`config.mk`:
```
export PLATFORM = sky130hd
export DESIGN_NAME = csr_serializer
export DESIGN_NICKNAME = d
export VERILOG_FILES = /design/src/rtl/csr_serializer_pkg.sv /design/src/rtl/csr_serializer.sv
export SDC_FILE = /design/constraint.sdc
export NUM_CORES = 1
export LEC_CHECK = 0
export ABC_AREA = 1
export ABC_CLOCK_PERIOD_IN_PS = 1750
export CORE_MARGIN = 2
export CORE_UTILIZATION = 37
export DETAILED_ROUTE_END_ITERATION = 6
export PLACE_DENSITY = 0.75
export SLEW_MARGIN = 20
export SYNTH_ARGS = -nofsm -noshare
export SYNTH_HDL_FRONTEND = slang
export SYNTH_SLANG_ARGS = --single-unit
export TNS_END_PERCENT = 5
```
`constraint.sdc`:
```
create_clock -name clk -period 1.75 [get_ports clk]
set_clock_uncertainty 0.15 [all_clocks]
set_input_delay 0.4375 -clock clk [delete_from_list [all_inputs] [get_ports clk]]
set_output_delay 0.4375 -clock clk [all_outputs]
set_load 0.02 [all_outputs]
```
`src/rtl/csr_serializer_pkg.sv`:
```
// Shared types and constants for the serializing-instruction sequencer.
package csr_serializer_pkg;

    typedef enum logic [1:0] {
        KindSatpWr    = 2'd0,
        KindSfence    = 2'd1,
        KindFenceI    = 2'd2,
        KindDrainOnly = 2'd3
    } req_kind_e;

    typedef enum logic [2:0] {
        StIdle,
        StDrain,
        StCommit,
        StFlush,
        StRedirect
    } state_e;

    localparam logic [11:0] CsrAddrSatp = 12'h180;
    localparam logic [11:0] CsrAddrMepc = 12'h341;

endpackage

```
`src/rtl/csr_serializer.sv`:
```
// Sequences satp writes / sfence.vma / fence.i: drain the pipe, commit the CSR,
// flush the TLB or I-cache, then redirect fetch to the following instruction.
module csr_serializer
    import csr_serializer_pkg::*;
#(
    parameter int unsigned REG_WIDTH   = 64,
    parameter int unsigned ACK_TIMEOUT = 255
) (
    input  logic                 clk,
    input  logic                 reset,
    input  logic                 req_valid,
    input  logic [1:0]           req_kind,
    input  logic [REG_WIDTH-1:0] req_next_pc,
    output logic                 req_ready,
    input  logic                 pipe_empty,
    output logic                 stall_fetch,
    output logic                 csr_commit,
    output logic                 tlb_flush_req,
    input  logic                 tlb_flush_ack,
    output logic                 icache_inv_req,
    input  logic                 icache_inv_ack,
    output logic                 redirect_valid,
    output logic [REG_WIDTH-1:0] redirect_pc,
    output logic                 busy,
    output logic                 flush_timeout
);

    localparam logic [8:0] TimeoutLimit = 9'(ACK_TIMEOUT);

    state_e               state_q, state_d;
    req_kind_e            kind_q, kind_d;
    logic [REG_WIDTH-1:0] pc_q, pc_d;
    logic [7:0]           cnt_q, cnt_d;
    logic                 timeout_q, timeout_d;

    logic use_tlb, use_icache, flush_ack, cnt_last;

    assign use_tlb    = (kind_q == KindSatpWr) || (kind_q == KindSfence);
    assign use_icache = (kind_q == KindFenceI);
    // Only the ack of the resource actually being flushed counts.
    assign flush_ack  = (use_tlb && tlb_flush_ack) || (use_icache && icache_inv_ack);
    // True in the FLUSH cycle whose increment makes the count reach the limit.
    assign cnt_last   = ({1'b0, cnt_q} + 9'd1) >= TimeoutLimit;

    always_comb begin
        state_d        = state_q;
        kind_d         = kind_q;
        pc_d           = pc_q;
        cnt_d          = cnt_q;
        timeout_d      = timeout_q;
        req_ready      = 1'b0;
        csr_commit     = 1'b0;
        tlb_flush_req  = 1'b0;
        icache_inv_req = 1'b0;
        redirect_valid = 1'b0;

        case (state_q)
            StIdle: begin
                req_ready = 1'b1;
                if (req_valid) begin
                    kind_d  = req_kind_e'(req_kind);
                    pc_d    = req_next_pc;
                    state_d = StDrain;
                end
            end
            StDrain: begin
                if (pipe_empty) state_d = StCommit;
            end
            StCommit: begin
                csr_commit = (kind_q == KindSatpWr);
                cnt_d      = '0;
                state_d    = (kind_q == KindDrainOnly) ? StRedirect : StFlush;
            end
            StFlush: begin
                tlb_flush_req  = use_tlb;
                icache_inv_req = use_icache;
                cnt_d          = cnt_q + 8'd1;
                if (flush_ack) begin
                    state_d = StRedirect;
                end else if (cnt_last) begin
                    timeout_d = 1'b1;
                    state_d   = StRedirect;
                end
            end
            StRedirect: begin
                redirect_valid = 1'b1;
                state_d        = StIdle;
            end
            default: state_d = StIdle;
        endcase
    end

    assign busy          = (state_q != StIdle);
    assign stall_fetch   = busy;
    assign redirect_pc   = pc_q;
    assign flush_timeout = timeout_q;

    always_ff @(posedge clk) begin
        if (reset) begin
            state_q   <= StIdle;
            kind_q    <= KindSatpWr;
            pc_q      <= '0;
            cnt_q     <= '0;
            timeout_q <= 1'b0;
        end else begin
            state_q   <= state_d;
            kind_q    <= kind_d;
            pc_q      <= pc_d;
            cnt_q     <= cnt_d;
            timeout_q <= timeout_d;
        end
    end

endmodule

```
# Yosys cells after proc, flatten, opt, wreduce, memory -nomap -nowiden
# Index checks and enable logic that the tools add are counted.
[totals]
regBits = 78
latchBits = 0
ramBits = 0
rom_bits = 0
input_bits = 72
out_inout_bits = 72
mem_count = 0
[op_classes]
add_sub_neg = 2
mul = 0
n_div = 0
n_lt_le_gt_ge = 1
n_eq_ne = 10
shift = 0
muxes = 12
n_bitwise = 1
n_reduce_logical = 11
[ops]
columns = ["operator", "n"]
rows = [
  ["$pmux W8 S2", 1],
  ["$mux W3", 5],
  ["$pmux W3 S4", 1],
  ["$add A8 B1 Y9 const B", 1],
  ["$ge A9 B8 Y1 const B", 1],
  ["$add A8 B1 Y8 const B", 1],
  ["$eq A3 B2 Y1 const B", 2],
  ["$reduce_and A3 Y1", 2],
  ["$mux W1", 5],
  ["$eq A2 B2 Y1 const B", 2],
  ["$ne A2 B2 Y1 const B", 2],
  ["$eq A3 B1 Y1 const B", 1],
  ["$eq A3 B3 Y1 const B", 1],
  ["$logic_not A3 Y1", 1],
  ["$ne A3 B3 Y1 const B", 1],
  ["$reduce_bool A3 Y1", 1],
  ["$eq A2 B1 Y1 const B", 1],
  ["$logic_and A1 B1 Y1", 2],
  ["$logic_not A2 Y1", 1],
  ["$logic_or A1 B1 Y1", 2],
  ["$reduce_and A2 Y1", 1],
  ["$reduce_bool A2 Y1", 1],
  ["$not A1 Y1", 1],
]

# Longest topological paths before layout
[depth]
ltp_word = 6
mapped_depth = 12

# Worst setup path before layout
# OpenSTA, ideal clock, no wires.
[synth_timing]
kind = "reg2out"
from = "reg state_q[1]"
to = "out icache_inv_req"
arrival_ns = 1.112
t_required_ns = 1.162
slack_ns = 0.050
stages_incl_launch_ff = 5
cell_sequence = "dfxtp_1 > inv_1 > nor2_2 > nand2_1 > nor3_1"
[synth_between]
elab_chain_cells = 2
[synth_rtl]
columns = ["element", "line", "text"]
rows = [
  ["start, declared", "csr_serializer.sv:30", "state_e state_q, state_d;"],
  ["start signal, assigned", "csr_serializer.sv:100", "state_q <= StIdle;"],
  ["start signal, assigned", "csr_serializer.sv:106", "state_q <= state_d;"],
  ["$eq A3 B2 Y1", "csr_serializer.sv:57", "case (state_q)"],
  ["$mux W1", "csr_serializer.sv:57", ""],
  ["end, declared", "csr_serializer.sv:20", "output logic icache_inv_req,"],
]
# Every way passes these cells.

# Worst setup path in the final report
[layout_timing]
from = "reg state_q[1]"
to = "out csr_commit"
[layout_between]
elab_chain_cells = 2
[layout_rtl]
columns = ["element", "line", "text"]
rows = [
  ["$eq A3 B2 Y1", "csr_serializer.sv:57", ""],
  ["$mux W1", "csr_serializer.sv:57", ""],
  ["end, declared", "csr_serializer.sv:17", "output logic csr_commit,"],
]
# Every way passes these cells.

==> flow_summary.json <==
{
  "io_pins": 144,
  "ir_drop_uv": 422.0,
  "grt_setup_unrepaired": "yes",
  "grt_start_max_net_pins": 52,
  "area_growth_pct": 57.11,
  "worstSetupStartpointType": "flop",
  "crit_chain": "inv_2, nor2_4, nand2_1, nor3_2, buf_4",
  "cp-startpoint": "state_q[1]",
  "maxCapViolations": 0,
  "port_buffers": 143,
  "die_x_um": 96.88,
  "grt_usage": 0.2074,
  "die_area_sq_mm": 0.009386,
  "synth_area_per_cell_sq_um": 7.710,
  "ys_ff_latch": 78,
  "synth_fp_nets": 488,
  "yosys.area.top_type_share": 0.4892,
  "r2r_start": "cnt_q[0]",
  "htreeDepth": 3,
  "fmax_ghz": 0.5370,
  "min_from": "req_valid",
  "grt_use_met2": 0.3462,
  "rrSetupSlack_ns": 0,
  "violations": "setup timing",
  "cp.arrival_ns": 1.27,
  "gp_congestion": 0.8666,
  "dp_hpwl_mm": 6.577,
  "grt.busiest_layer": "met2",
  "synth.area.top_cells": "dfxtp_1 (49%), a21oi_1 (12%), nand3_1 (12%)",
  "synthCells": 414,
  "initial_core_util": 0.3846,
  "final_util": 0.6043,
  "slowest_delay_ns": 0.36,
  "vias_per_cell": 5.052,
  "status": "finished with violations",
  "synth_edf_count": 0,
  "hold_ws_ns": 0.2746,
  "post-place-ws_ns": -0.1887,
  "grt_pass1_wl_mm": 16.28,
  "yosysWarnings": 0,
  "wl_per_cell_um": 14.44,
  "design_area_sq_mm": 0.005015,
  "antenna_found_initial": 0,
  "cts_num_sinks": 78,
  "final-hold-violation-count": 0,
  "post-route-drc-count": 0,
  "dr.pass1.iters": 4,
  "drv_slew": 0,
  "crit_fanout": 3,
  "yosysMostFrequentCell": "nand2_1",
  "setup_ws_ns": -0.1121,
  "synth_top_cells_by_count": "nand2_1 (96), dfxtp_1 (78), a21oi_1 (76)",
  "finalCritPeriodShare": 1.064,
  "multiInputGateArea_sq_mm": 0.001473,
  "crit_required_ns": 1.16,
  "rows": 33,
  "path_clk_slew_ns": 0.09,
  "drive_above_1_share": 0.1464,
  "ys_seq_area_frac": 0.4892,
  "end_kind": "primary output",
  "ant_nets": 0,
  "vias": 3395,
  "path_class": "reg -> out",
  "place_area_sq_mm": 0.004748,
  "synth_area_leader_cell": "dfxtp_1",
  "clock_path_buffers": 2,
  "met3_usage": 0.08165,
  "synthesis.area_sq_mm": 0.003192,
  "fillers": 762,
  "die_height_um": 96.88,
  "netlist-cell-type-count": 27,
  "grt_pass1_vias": 3330,
  "cpMaxStageDelayCell": "dfxtp_2",
  "p_leak_nw": 2.160,
  "dr.first_iter.drc_count": 93,
  "cts_made_buffers": 9,
  "tightest_slew_ns": 0.3546,
  "setup_viol": 5,
  "async_reset_ff_frac": 0,
  "grt-ovfl-total": 0,
  "drt_wl_total_mm": 9.707,
  "period_needed_ns": 1.862,
  "clkLatencyLatePin_ns": 0.36,
  "clockRootBuffer": "clkbuf_8",
  "fin_nets": 636,
  "core-area_sq_mm": 0.008299,
  "cts_tree": "yes",
  "hold_path.class": "in -> reg",
  "use_met1": 0.2476,
  "synth-main-ff-cell": "dfxtp_1",
  "diodes": 0,
  "power_density_mw_per_mm2": 938.6,
  "slew_headroom": 0.7636,
  "seq_area_sq_mm": 0.001575
}
==> stage by stage <==
step | setup TNS [ns] | instances | power, W
after global routing | -0.8991 | 672 | 0.004963
after CTS | -0.2593 | 670 | 0.004699
after detailed placement | -10.66 | 651 | 0.003437
after global placement | -6.090 | 651 | 0.003409
final | -0.3135 | 672 | 0.004707
after floorplan | 0 | 414 | 0.002810
==> critical path, delay by kind of cell, from the launching register on <==
kind | cells | cell delay, ns
flip-flops | 1 | 0.36
AND/OR/NAND/NOR | 3 | 0.32
buffers and inverters | 2 | 0.22
==> registers in the layout (all words and copies together), names as in the netlist <==
register	count
cnt_q	8
state_q	3
kind_q	2
redirect_pc	64
flush_timeout	1
==> cell usage in the layout (no fill, tap or decap), drive strengths merged, types with 2 or more instances in the layout <==
cell,count
nand2,101
clkbuf,10
o21ai,3
dfxtp,78
nand4,2
nor2,16
clkinvlp,3
clkinv,2
o21bai,2
nor3,2
dlygate4sd2,65
clkdlybuf4s50,69
buf,33
a21oi,76
ha,2
inv,19
nand3,79
==> cell families after synthesis <==
kind of cell / synth area share
and+or+nand+nor: 0.2885
AOI/OAI and AO/OA: 0.1360
adders and majority gates: 0.007839
buffers and inverters: 0.07840
DFF: 0.4892
==> power by group <==
group / internal (W) / switching (W) / total [W]
Sequential: 0.00193 / 0.0000844 / 0.00201
Clock: 0.000654 / 0.000671 / 0.00132
Combinational: 0.000596 / 0.000773 / 0.00137
==> per-layer routing <==
layer	up-vias	part of all wire
li1	1676	-
met1	1597	0.41
met2	111	0.51
met3	11	0.076
met4	0	0.012
met5	-	0
==> what timing repair did <==
action | in CTS | in global routing
hold buffers | 0 | 0
setup endpoints to repair | 141 | 69
gates resized for setup | 117 | 21
hold endpoints to repair | 0 | 0
pin swaps | 2 | 6
setup buffers | 3 | 3
==> final timing paths <==
path                      to  cells after the start
max               csr_commit                      5
min                kind_q[0]                      3
max reg2reg       state_q[0]                     12
min reg2reg  redirect_pc[41]                      2
==> final cells by class <==
cell class | count | share of cell area
Sequential cell | 78 | 0.3141
Timing Repair Buffer | 167 | 0.3134
Multi-Input combinational cell | 287 | 0.2937
Tap cell | 105 | 0.02620
Clock buffer | 10 | 0.02545
Inverter | 19 | 0.01472
Clock inverter | 6 | 0.01248
Power figures use the tool's default switching activity.
